**src/rtl/bus_arbiter_pkg.sv**
```systemverilog
// Shared bus definitions: op encodings, arbiter FSM states and index width.
package bus_arbiter_pkg;

  typedef enum logic [1:0] {
    OP_NOP   = 2'b00,
    OP_FETCH = 2'b01,
    OP_SEND  = 2'b10,
    OP_END   = 2'b11
  } op_e;

  typedef enum logic [1:0] {
    ST_IDLE,
    ST_GRANT,
    ST_XFER,
    ST_RELEASE
  } state_e;

  localparam int unsigned IDX_W = 3;

endpackage

```
**src/rtl/bus_arbiter_rr_select.sv**
```systemverilog
// Combinational round-robin pick: first requester at or after rr_ptr, wrapping.
module rr_select
  import bus_arbiter_pkg::*;
#(
  parameter int unsigned N_REQ = 4
) (
  input  logic [N_REQ-1:0] req,
  input  logic [IDX_W-1:0] rr_ptr,
  output logic             valid,
  output logic [IDX_W-1:0] winner
);

  localparam int unsigned SEL_W = (N_REQ > 1) ? $clog2(N_REQ) : 1;

  int unsigned idx;

  always_comb begin
    valid  = 1'b0;
    winner = '0;
    idx    = 0;
    for (int unsigned i = 0; i < N_REQ; i++) begin
      idx = (32'(rr_ptr) + i) % N_REQ;
      if (!valid && req[SEL_W'(idx)]) begin
        valid  = 1'b1;
        winner = IDX_W'(idx);
      end
    end
  end

endmodule

```
**src/rtl/bus_arbiter.sv**
```systemverilog
// Round-robin bus arbiter: IDLE -> GRANT -> XFER -> RELEASE with grant timeout.
module bus_arbiter
  import bus_arbiter_pkg::*;
#(
  parameter int unsigned N_REQ   = 4,
  parameter int unsigned TIMEOUT = 8
) (
  input  logic             clk,
  input  logic             reset_n,
  input  logic [N_REQ-1:0] req,
  input  logic [1:0]       op,
  output logic [N_REQ-1:0] grant,
  output logic [2:0]       owner,
  output logic             bus_busy,
  output logic             timeout_err
);

  state_e             state_q, state_d;
  logic [N_REQ-1:0]   grant_q, grant_d;
  logic [IDX_W-1:0]   owner_q, owner_d;
  logic [IDX_W-1:0]   rr_ptr_q, rr_ptr_d;
  logic [7:0]         cnt_q, cnt_d;
  logic               bus_busy_q, bus_busy_d;
  logic               timeout_err_q, timeout_err_d;

  logic               sel_valid;
  logic [IDX_W-1:0]   sel_winner;
  logic [IDX_W-1:0]   next_ptr;
  logic               owner_req;
  logic               op_xfer;
  logic               op_end;

  rr_select #(.N_REQ(N_REQ)) u_rr_select (
    .req    (req),
    .rr_ptr (rr_ptr_q),
    .valid  (sel_valid),
    .winner (sel_winner)
  );

  // grant_q is one-hot on the owner while in GRANT, so masking gives the owner's req
  assign owner_req = |(req & grant_q);
  assign op_xfer   = (op == OP_FETCH) || (op == OP_SEND);
  assign op_end    = (op == OP_END);
  assign next_ptr  = (sel_winner == IDX_W'(N_REQ - 1)) ? '0 : sel_winner + IDX_W'(1);

  always_comb begin
    state_d       = state_q;
    grant_d       = grant_q;
    owner_d       = owner_q;
    rr_ptr_d      = rr_ptr_q;
    cnt_d         = cnt_q;
    timeout_err_d = 1'b0;
    case (state_q)
      ST_IDLE: begin
        if (sel_valid) begin
          state_d  = ST_GRANT;
          grant_d  = N_REQ'(1) << sel_winner;
          owner_d  = sel_winner;
          rr_ptr_d = next_ptr;
          cnt_d    = '0;
        end
      end
      ST_GRANT: begin
        if (op_xfer) begin
          state_d = ST_XFER;
        end else if (!owner_req) begin
          state_d = ST_RELEASE;
          grant_d = '0;
        end else if (cnt_q == 8'(TIMEOUT - 1)) begin
          state_d       = ST_RELEASE;
          grant_d       = '0;
          timeout_err_d = 1'b1;
        end else begin
          cnt_d = cnt_q + 8'd1;
        end
      end
      ST_XFER: begin
        if (op_end) begin
          state_d = ST_RELEASE;
          grant_d = '0;
        end
      end
      ST_RELEASE: begin
        state_d = ST_IDLE;
      end
      default: begin
        state_d = ST_IDLE;
        grant_d = '0;
      end
    endcase
    bus_busy_d = (state_d == ST_GRANT) || (state_d == ST_XFER);
  end

  always_ff @(posedge clk or negedge reset_n) begin
    if (!reset_n) begin
      state_q       <= ST_IDLE;
      grant_q       <= '0;
      owner_q       <= '0;
      rr_ptr_q      <= '0;
      cnt_q         <= '0;
      bus_busy_q    <= 1'b0;
      timeout_err_q <= 1'b0;
    end else begin
      state_q       <= state_d;
      grant_q       <= grant_d;
      owner_q       <= owner_d;
      rr_ptr_q      <= rr_ptr_d;
      cnt_q         <= cnt_d;
      bus_busy_q    <= bus_busy_d;
      timeout_err_q <= timeout_err_d;
    end
  end

  assign grant       = grant_q;
  assign owner       = owner_q;
  assign bus_busy    = bus_busy_q;
  assign timeout_err = timeout_err_q;

endmodule

```
**config.mk**
```make
export PLATFORM = sky130hd
export DESIGN_NAME = bus_arbiter
export DESIGN_NICKNAME = d
export VERILOG_FILES = /design/src/rtl/bus_arbiter_pkg.sv /design/src/rtl/bus_arbiter_rr_select.sv /design/src/rtl/bus_arbiter.sv
export SDC_FILE = /design/constraint.sdc
export NUM_CORES = 1
export LEC_CHECK = 0
export ABC_AREA = 1
export BUFFER_PORTS_ARGS = -buffer_cell sky130_fd_sc_hd__buf_2
export CAP_MARGIN = 20
export CORE_ASPECT_RATIO = 0.7
export CORE_MARGIN = 2
export CORE_UTILIZATION = 58
export CTS_BUF_LIST = sky130_fd_sc_hd__clkbuf_8 sky130_fd_sc_hd__clkbuf_16
export CTS_CLUSTER_DIAMETER = 200
export DETAILED_ROUTE_END_ITERATION = 10
export GPL_ROUTABILITY_DRIVEN = 0
export PLACE_DENSITY = 0.77
export REMOVE_ABC_BUFFERS = 1
export SLEW_MARGIN = 20
export SYNTH_ARGS = -nofsm -noshare
export SYNTH_HDL_FRONTEND = slang
export SYNTH_SLANG_ARGS = --single-unit
```
**constraint.sdc**
```tcl
create_clock -name clk -period 2.1 [get_ports clk]
set_input_delay 0.42 -clock clk [delete_from_list [all_inputs] [get_ports clk]]
set_output_delay 0.42 -clock clk [all_outputs]
set_load 0.005 [all_outputs]
```
After elaboration in Yosys (flattened, before gate mapping)
Index checks and enable logic that the tools add are counted.

Output and inout bits: 9. Word-level logic and storage cells: 87. Bits of input ports: 8. Bits in writable memories: 0. Bits in read-only memories: 0. Latch bits: 0. Memories kept: 0. Bits in registers: 21.

$mul: 0. Multiplexer cells: 38. Eq/ne operators: 16. Shift-type cells: 1. Bitwise gates (word level): 1. Reduce and logical (&&, ||, !) cells: 15. Divide/modulo/power cells: 0. Add/sub/neg operators: 5. $lt $le $gt $ge: 4.

Operators with widths (count): $mux 8 (4); $mux 2 (10); $mux 4 (5); $pmux 8 s2 (1); $lt 2x3->1 const B (4); $mux 1 (12); $pmux 4 s3 (1); $eq 2x2->1 const B (5); $ne 2x2->1 const B (5); $reduce_and 5->1 (2); $add 8x1->8 const B (1); $bmux 1 s2 (4); $eq 8x3->1 const B (1); $pmux 2 s4 (1); $eq 2x1->1 const B (3); $add 2x1->2 const B (2); $add 2x2->2 const B (2); $and 4x4->4 (1); $reduce_or 4->1 (1); $shl 1x3->4 const A (1); $eq 3x2->1 const B (1); $logic_and 1x1->1 (3); $logic_not 1->1 (3); $ne 3x3->1 const B (1); 5 further kinds (6).

Logic depth before layout (Yosys ltp)
Depth after elaboration: 16. Gate-level depth with buffers: 16. Mapped depth without buffers: 15.

By module
From an unflattened synthesis, not the netlist that was laid out.

Cells, all modules: 226. Area, all modules: 1639.1 um2.

Modules (own cells, without submodules): bus_arbiter (times used 1, area each 1308.8 um2, cells each 165, sequential area each 550.5 um2); rr_select (times used 1, area each 330.3 um2, cells each 61, sequential area each 0.0 um2).

Least setup slack after synthesis
OpenSTA, ideal clock, no wires.

Kind: register to register. Start point: register rr_ptr_q[0]. End point: register grant_q[0], in the netlist grant[0]. Setup slack: 0.363 ns. Stages on the path, launching flop included: 17. Clock period less this slack: 1.737 ns. Library setup time: 0.117 ns. Data required time: 1.983 ns. Arrival time: 1.620 ns. Path buffers: 1. Path through: dfrtp_1 > buf_6 > inv_6 > nand2_1 > nand3_1 > nand2_2 > inv_1 > nand2_1 > nand2_1 > nand2_1 > nor2_1 > inv_1 > ha_1 > inv_1 > nor2_1 > nand3_1 > nand2_1.

Longest elaborated chain between the ends: 15. Elaborated cells between the ends (all ways): 30. Those cells by class: add/sub: 3; eq/ne: 1; shift: 1; mux: 18; reduce/logical: 7.

RTL lines: start, declared (line bus_arbiter.sv:21) `logic [IDX_W-1:0] rr_ptr_q, rr_ptr_d;`; start signal, assigned (line bus_arbiter.sv:107) `rr_ptr_q <= rr_ptr_d;`; branches (longest 11 deep; another with $add 2x1->2); $mux 2 * (line bus_arbiter_rr_select.sv:23) `if (!valid && req[SEL_W'(idx)]) begin`; via sel_winner[0] (line bus_arbiter.sv:27) `logic [IDX_W-1:0] sel_winner;`; $shl 1x3->4 * (line bus_arbiter.sv:57) `grant_d = N_REQ'(1) << sel_winner;`; $mux 4 * (line bus_arbiter.sv:55) `if (sel_valid) begin`; $pmux 4 s3 * (line bus_arbiter.sv:53) `case (state_q)`; end signal, assigned (line bus_arbiter.sv:105) `grant_q <= grant_d;`; end, declared (line bus_arbiter.sv:19) `logic [N_REQ-1:0] grant_q, grant_d;`.

Mark *: on every way through the listed nets, which the timed path passes. The select of a mux whose other input is x is not followed. A chain may end at the register's enable or synchronous reset.

Worst setup path after layout
Same ends and word-level chain as after synthesis.

==> flow_summary.ini <==
[status]
run_status = finished, final reports clean

[power]
combPwrFrac_pct = 63.0
pwr-share-seq_pct = 22.6
power.internal_mw = 1.341
p_sw_share_pct = 49.85
p_leak_nw = 0.9650
p_clk_share_pct = 14.4
switching_power_mw = 1.333
vdd_drop_max_mv = 0.8864
p_per_area_mw_per_mm2 = 1543

[floorplan]
io_pins = 17
die_h_um = 46.75
die_x_um = 65.07
dieArea_mm2 = 0.003041
num_rows = 15
core-area_mm2 = 0.002477
start_util_pct = 61.11

[critical_path]
r2r_setup_slack_ns = 0.19
start_kind = register
r2r_start = rr_ptr_q[0]$_DFFE_PN0P_
crit_path_end = grant[0]$_DFFE_PN0P_
crit_type = reg -> reg
startpoint = rr_ptr_q[0]$_DFFE_PN0P_
required_ns = 2.25
r2r_cells = 14
cp-end-kind = register
arrival_ns = 2.06
r2r-end = grant[0]$_DFFE_PN0P_
cp_max_fo = 8

[timing]
period_share_pct = 90.73
final.min_clock_period_ns = 1.905
setup_tns_ns = 0
rsz0062_at_grt = false
drv_slew = 0
skew_ns = 0.002326
clock.fmax_ghz = 0.5249
whs_ns = 0.09569
hold_viol = 0
setup_viol = 0

[finish]
drive_gt1_share_pct = 21.01
diodes = 0
nNetsFinal = 258
area_growth_pct = 14.46
stdcell_area_mm2 = 0.001733

[clock_network]
numCtsBuffers = 3
cts_sinks = 20
cts_tree = yes
path_clk_slew_ns = 0.08
root_buffer = clkbuf_8
h-tree-depth = 1
clock_latency_ns = 0.26
clock_path_buffers = 2
cts_hold_buffers = 0

[hold_path]
min_path_type = in -> async

[global_routing]
grt_pass1_vias = 1270
grtUsageTotal_pct = 24.33
antenna_found_initial = 0
grt_max_degree = 21
grt.overflow.total = 0
grt_pass1_wl_mm = 5.623

[placed_design]
post_dp_cell_area_mm2 = 0.001617
hpwl_mm = 2.554
io_buffers = 15

[yosys]
syn-cell-area_mm2 = 0.001514
synth_seq_area_share_pct = 33.06
yosys_warnings = 0
synth.avg_cell_area_um2 = 6.913
synth_seq_cells = 20
syn_inst = 219
synth.distinct_cells = 28

[detailed_routing]
ant_nets = 0
first_pass_iters = 4
dr.first_iter.drc_count = 76
drc = 0
vias = 1389
totalWireLength_mm = 3.351
wl_per_cell_um = 12.32
via_per_inst = 5.107

[job]
max-cap-violations = 0
## cell usage in the layout, fill, tap and decap left out, types with 2 or more instances in the layout
cell      instances
nand2_2          14
nand3_2           3
dfrtp_1          18
buf_2            15
nor3_1            6
nand3_1          21
nand4_1           6
inv_1            21
clkbuf_8          3
o21ai_1           2
ha_1             11
inv_2             3
dfrtp_2           2
nand2_1          74
nor2_1           16
xor2_1            3
nand3b_1          2
buf_4             3
## critical path, cell delays in order (launching register included)
cell	delay [ns]
dfrtp_2	0.46
clkinv_4	0.10
nand2_2	0.09
nand3_1	0.10
nand2_2	0.15
inv_1	0.08
nand3_1	0.08
nand2_1	0.10
nor2_4	0.16
inv_2	0.05
ha_1	0.19
inv_1	0.05
nor2_1	0.03
nand3_1	0.08
nand2_1	0.06
## worst min path at each step
stage	from	endpoint	slack (ns)	cells after the start
2_1_floorplan	reset_n	bus_busy$_DFF_PN0_	0.12	0
3_3_place_gp	reset_n	state_q[1]$_DFF_PN0_	0.39	1
3_5_place_dp	reset_n	state_q[0]$_DFF_PN0_	0.40	1
4_1_cts	reset_n	rr_ptr_q[0]$_DFFE_PN0P_	0.12	1
5_1_grt	reset_n	owner[1]$_DFFE_PN0P_	0.14	1
6_report	reset_n	state_q[0]$_DFF_PN0_	0.1	1
## state kept, by name (all words and copies together), names as in the netlist
name,cells
bus_busy,1
owner,2
timeout_err,1
cnt_q,8
grant,4
rr_ptr_q,2
state_q,2
## power by group through the flow
| stage | Combinational (mW) | Sequential, mW | Clock [mW] |
|---|---|---|---|
| after floorplan | 1.18 | 0.584 | 0 |
| after global placement | 1.51 | 0.597 | 0 |
| after detailed placement | 1.56 | 0.604 | 0 |
| after CTS | 1.57 | 0.596 | 0.397 |
| after global routing | 1.92 | 0.620 | 0.408 |
| final | 1.68 | 0.605 | 0.385 |
## cells in the mapped netlist
| cell | number | area (um^2) |
|---|---|---|
| ha_1 | 11 | 137.6 |
| o21ai_1 | 2 | 10.01 |
| nand3_2 | 1 | 10.01 |
| nor2_8 | 1 | 20.02 |
| nand3_1 | 23 | 115.1 |
| nand2_1 | 80 | 300.3 |
| nor2_1 | 17 | 63.81 |
| clkinv_1 | 1 | 3.750 |
| xnor2_1 | 1 | 8.760 |
| inv_2 | 3 | 11.26 |
| and2_1 | 1 | 6.260 |
| buf_6 | 2 | 22.52 |
| nor3b_1 | 1 | 7.510 |
| o21a_1 | 1 | 7.510 |
| nand2_2 | 8 | 50.05 |
| inv_1 | 22 | 82.58 |
| nand4_1 | 6 | 37.54 |
| a21oi_2 | 1 | 8.760 |
| inv_6 | 1 | 8.760 |
| nor3_1 | 6 | 30.03 |
| conb_1 | 1 | 3.750 |
| nor2_2 | 1 | 6.260 |
| buf_4 | 1 | 7.510 |
| nand3b_1 | 2 | 15.01 |
| xor2_1 | 3 | 26.28 |
| o21bai_1 | 1 | 7.510 |
| o21ai_0 | 1 | 5.000 |
| dfrtp_1 | 20 | 500.5 |
## logic make-up (layout without fill, tap and decap cells)
kind of cell    after synthesis  after routing  synth area share (%)
simple gates                147            147                 43.72
xor+xnor                      4              4                 2.314
fa+ha+maj                    11             11                 9.091
flops                        20             20                 33.06
buf+inv                      30             49                 9.008
other cells                   1              1                0.2477
compound gates                6              6                 2.562
## metal layers
metal	vias up	part of all wire (%)	GRT usage [%]
li1	725	-	-
met1	622	52	35.84
met2	40	42	37.94
met3	2	5.5	5.036
met4	0	0.24	5.000
met5	-	0	0
## cell type report
class	instances	area (um^2)
clock buffer	3	41.29
sequential	20	503.0
fill	224	744.5
multi-input combinational	169	909.6
clock inverter	1	30.03
tap	34	42.54
inverter	27	108.9
timing repair buffer	18	97.59
## through the flow
stage	cells	util, %	setup WS, ns	power (mW)
2_1_floorplan	216	-	0.3248	1.767
3_3_place_gp	267	65.25	0.1475	2.107
3_5_place_dp	267	65.25	0.06569	2.159
4_1_cts	271	68.13	0.05883	2.564
5_1_grt	272	69.95	0.005547	2.947
6_report	272	69.95	0.1948	2.674
## repair_timing
item	in CTS	in global routing
setup endpoints to repair	0	5
gates resized for setup	0	15
buffers inserted	0	1
(Power assumes the default switching activity.)
